**src/rtl/sim_run_ctrl.sv**
```systemverilog
// Run controller for a Calyx `main`: sequences its reset, holds go until done, counts run cycles.
// Define SIM_RUN_CTRL_LIMIT_EN to compile in the cycle-limit abort (TIMEOUT state).
module sim_run_ctrl #(
    parameter int RESET_CYCLES = 5,
    parameter int COUNT_WIDTH  = 64
) (
    input  logic                   clk,
    input  logic                   reset,
    input  logic                   start,
    input  logic [COUNT_WIDTH-1:0] cycle_limit,
    output logic                   main_reset,
    output logic                   main_go,
    input  logic                   main_done,
    output logic [COUNT_WIDTH-1:0] cycles,
    output logic                   busy,
    output logic                   finished,
    output logic                   timed_out
);

    localparam int RST_W = $clog2(RESET_CYCLES + 1);

    typedef enum logic [2:0] {
        S_IDLE,
        S_RESET,
        S_RUN,
        S_DONE,
        S_TIMEOUT
    } state_e;

    state_e                   state_q, state_d;
    logic [RST_W-1:0]         rst_cnt_q, rst_cnt_d;
    logic [COUNT_WIDTH-1:0]   cycles_q, cycles_d, cycles_inc;
    logic                     main_reset_q, main_reset_d;
    logic                     main_go_q, main_go_d;
    logic                     busy_q, busy_d;
    logic                     finished_q, finished_d;
    logic                     timed_out_q, timed_out_d;
    logic                     limit_hit;

    // Saturating increment: the count sticks at all-ones instead of wrapping.
    assign cycles_inc = (&cycles_q) ? cycles_q : cycles_q + COUNT_WIDTH'(1);

`ifdef SIM_RUN_CTRL_LIMIT_EN
    assign limit_hit = (cycle_limit != '0) && (cycles_inc == cycle_limit);
`else
    logic unused_cycle_limit;
    assign unused_cycle_limit = ^cycle_limit;
    assign limit_hit          = 1'b0;
`endif

    always_comb begin
        // NOTE: every signal gets a default before the case so no path can infer a latch.
        state_d      = state_q;
        rst_cnt_d    = rst_cnt_q;
        cycles_d     = cycles_q;
        main_reset_d = 1'b0;
        main_go_d    = 1'b0;
        finished_d   = finished_q;
        timed_out_d  = timed_out_q;

        unique case (state_q)
            S_IDLE, S_DONE, S_TIMEOUT: begin
                if (start) begin
                    state_d      = S_RESET;
                    rst_cnt_d    = RST_W'(RESET_CYCLES);
                    cycles_d     = '0;
                    finished_d   = 1'b0;
                    timed_out_d  = 1'b0;
                    main_reset_d = 1'b1;
                end
            end
            S_RESET: begin
                main_reset_d = 1'b1;
                if (rst_cnt_q == RST_W'(1)) begin
                    state_d      = S_RUN;
                    main_reset_d = 1'b0;
                    main_go_d    = 1'b1;
                end else begin
                    rst_cnt_d = rst_cnt_q - RST_W'(1);
                end
            end
            S_RUN: begin
                cycles_d  = cycles_inc;
                main_go_d = 1'b1;
                // Done takes priority over a limit reached on the same edge.
                if (main_done) begin
                    state_d    = S_DONE;
                    main_go_d  = 1'b0;
                    finished_d = 1'b1;
                end else if (limit_hit) begin
                    state_d     = S_TIMEOUT;
                    main_go_d   = 1'b0;
                    timed_out_d = 1'b1;
                end
            end
            default: state_d = S_IDLE;
        endcase

        busy_d = (state_d == S_RESET) || (state_d == S_RUN);
    end

    // NOTE: sequential state uses non-blocking assignments so all registers update together.
    always_ff @(posedge clk or posedge reset) begin
        if (reset) begin
            state_q      <= S_IDLE;
            rst_cnt_q    <= '0;
            cycles_q     <= '0;
            main_reset_q <= 1'b1;
            main_go_q    <= 1'b0;
            busy_q       <= 1'b0;
            finished_q   <= 1'b0;
            timed_out_q  <= 1'b0;
        end else begin
            state_q      <= state_d;
            rst_cnt_q    <= rst_cnt_d;
            cycles_q     <= cycles_d;
            main_reset_q <= main_reset_d;
            main_go_q    <= main_go_d;
            busy_q       <= busy_d;
            finished_q   <= finished_d;
            timed_out_q  <= timed_out_d;
        end
    end

    assign main_reset = main_reset_q;
    assign main_go    = main_go_q;
    assign cycles     = cycles_q;
    assign busy       = busy_q;
    assign finished   = finished_q;
    assign timed_out  = timed_out_q;

endmodule

```
**config.mk**
```make
export PLATFORM = sky130hd
export DESIGN_NAME = sim_run_ctrl
export DESIGN_NICKNAME = d
export VERILOG_FILES = /design/src/rtl/sim_run_ctrl.sv
export SDC_FILE = /design/constraint.sdc
export NUM_CORES = 1
export LEC_CHECK = 0
export ABC_AREA = 1
export CAP_MARGIN = 5
export CORE_MARGIN = 3
export CORE_UTILIZATION = 44
export DETAILED_ROUTE_END_ITERATION = 7
export GPL_TIMING_DRIVEN = 1
export HOLD_SLACK_MARGIN = 0.15
export PLACE_DENSITY_LB_ADDON = 0.08
export SLEW_MARGIN = 5
export SYNTH_ARGS = -nofsm -noshare
export SYNTH_HDL_FRONTEND = slang
export SYNTH_SLANG_ARGS = --single-unit
```
**constraint.sdc**
```tcl
create_clock -name clk -period 2.1 [get_ports clk]
set_input_delay 0.21 -clock clk [delete_from_list [all_inputs] [get_ports clk]]
set_output_delay 0.21 -clock clk [all_outputs]
set_load 0.01 [all_outputs]
```
==> qor.txt <==
vias in the first global route - 4809
Mapped Cells - 770
I/O Buffers - 71
gr busiest metal - met2
yosys warns - 0
startpoint type of the worst setup path - flop
CTS sink count - 74
maximum clock frequency - 0.517 GHz
met2 Use GR - 0.393
CTS buffer count - 9
# fillers - 1151
initial antenna violation count - 0
Register Area - 1850 um2
H-tree depth - 3
DRT iter0 DRCs - 376
endpoints failing setup - 0
internal cell power - 2.30 mW
Vias/cell - 5.07
GR Overflow Total - 0
Die ar. - 12500 um2
sw power - 1.51 mW
antenna viol nets, final - 0
CP Data Arrival Time - 2230 ps
layout cells sized above 1 - 0.0730
# IOs - 137
Pre-antenna DRT Iters - 5
Die Height - 112 um
Tmin final - 1930 ps
CP Class - reg2reg
Sw Share - 0.396
Avg WL per Cell - 15.1 um
post_cts resized - 0
largest net degree at the start of global routing - 65
Longest Clk Path Bufs - 2
Root Buffer - clkbuf_8
grt met1 use - 0.354
DP HPWL - 11300 um
setup slack after layout - 167 ps
most frequent cells in the layout - nand2_1, nor2_1, dfrtp_1
Antenna diodes - 0
Via Count - 5084
core area - 10900 um2
CTS Hold Buffers Added - 0
Sequential Power Share - 0.418
Req. time, crit path - 2400 ps
first-pass GRT wire length - 24700 um
CP Capture Type - flop
drc violations - 0
area fraction of the dominant cell type after synthesis - 0.371
Avg Cell Area, Syn - 6.40 um2
Seq/Total Area, Yosys - 0.376
Slew Limit Fails - 0
Area growth syn-to-layout - 23.4%
nets@finish - 929
ranking of synthesized cells by area - dfrtp_1, nand2_1, nor2_1
final wirelength - 15100 um
final hold vios - 0
Mapped Nets - 841
part of the cycle the worst path needs - 0.920
area of the multi-input gates - 2820 um2
Die Width - 112 um
met3 Usage GRT - 0.0304
CTS tree - yes
Tightest Hold Check Type - in2async
Worst-Skew Late Latency - 370 ps
# Post-CTS Setup Buffers - 0
clock network power share - 0.264
Worst Path Max Fanout - 32
Rows - 38
GRT Resource Usage Total - 0.249
Comb pwr share - 0.318
pre-CTS setup slack - 82.7 ps
count of cell types in the netlist - 35
Leak Pwr - 2.71 nW
status - complete, no violations
RD Place Congestion - 0.961
commonest non-fill, non-tap cell in the layout - nand2_1
maxcap violations - 0
VDD IR max - 0.000706 V
total power - 3.81 mW
Synth area leader - dfrtp_1
Clk pin slew, worst setup/hold paths - 80 ps
synthesized area - 4930 um2
Initial Util - 0.452
FF+latch count, synth - 74
Worst Skew - 13.3 ps
PD cells - 627 nW/um2
cells by family (layout without fill, tap and decap cells):
family | after synthesis | in the layout | synth area share
compound gates | 24 | 24 | 0.0302
xor+xnor | 29 | 29 | 0.0516
fa+ha+maj | 3 | 3 | 0.00762
buf+inv | 63 | 155 | 0.0587
flops | 74 | 74 | 0.376
other cells | 1 | 1 | 0.000761
simple gates | 576 | 577 | 0.475
cell usage after synthesis, drive strengths merged:
cell type    n
nand2      390
nor2       129
dfrtp       73
inv         49
nand3       34
xnor2       20
buf         11
nand4       11
o21ai       11
xor2         9
o21bai       8
nand3b       7
ha           3
o211ai       3
clkbuf       2
or2          2
a21oi        1
and2         1
clkinv       1
conb         1
dfstp        1
nor3         1
nor3b        1
o22ai        1
state kept, by name, indices dropped and copies added, names as in the netlist:
signal,cells
state_q,3
rst_cnt_q,3
busy,1
finished,1
cycles,64
main_go,1
main_reset,1
metrics by stage:
stage / instance area, um2 / util / std cells / setup TNS (ps) / hold WS [ps]
after CTS: 6040 / 0.555 / 1002 / 0 / 173
after detailed placement: 5870 / 0.539 / 986 / 0 / 464
final: 6080 / 0.558 / 1003 / 0 / 172
after global placement: 5870 / 0.539 / 986 / 0 / 464
after global routing: 6080 / 0.558 / 1003 / -155 / 198
after floorplan: 4930 / - / 770 / 0 / 345
final timing paths:
check	from	endpoint	slack (ps)	depth (start not counted)
worst min register to register	finished	finished	490	2
max in group asynchronous	reset	cycles[43]	1400	3
worst min-delay path	reset	busy	170	2
worst max-delay path	cycles[0]	cycles[63]	170	11
min in group clk	main_done	finished	450	3
worst max register to register	cycles[0]	cycles[63]	170	11
layer usage:
metal,up-vias,share of wire,wire (um)
met2,157,0.46,6910
met5,-,0,0
met4,0,0.018,269
li1,2553,-,-
met1,2356,0.47,7110
met3,18,0.056,851
power by group through the flow:
stage                     clock network, mW  registers [mW]  logic, mW
after floorplan                           0            1.63      0.941
final                                  1.01            1.59       1.21
after global routing                   1.10            1.60       1.34
after global placement                    0            1.61       1.08
after CTS                              1.03            1.59       1.12
after detailed placement                  0            1.61       1.11
critical path, stage by stage (launching register included):
cell and delay, ps:
dfrtp_2 420, ha_2 200, nand3_1 120, inv_2 110, nand2_2 80, nor2_4 130, nand3_2 150, inv_2 120
nand2_4 100, nand2_8 230, nand2_1 90, nand2_1 70
area by class of cell:
cell class,count,area share
timing repair buffer,89,0.143
tap,140,0.0288
inverter,50,0.0309
clock buffer,13,0.0245
multi-input combinational,634,0.465
clock inverter,3,0.00288
sequential,74,0.305
No activity file was read; power rests on OpenSTA's default activity.
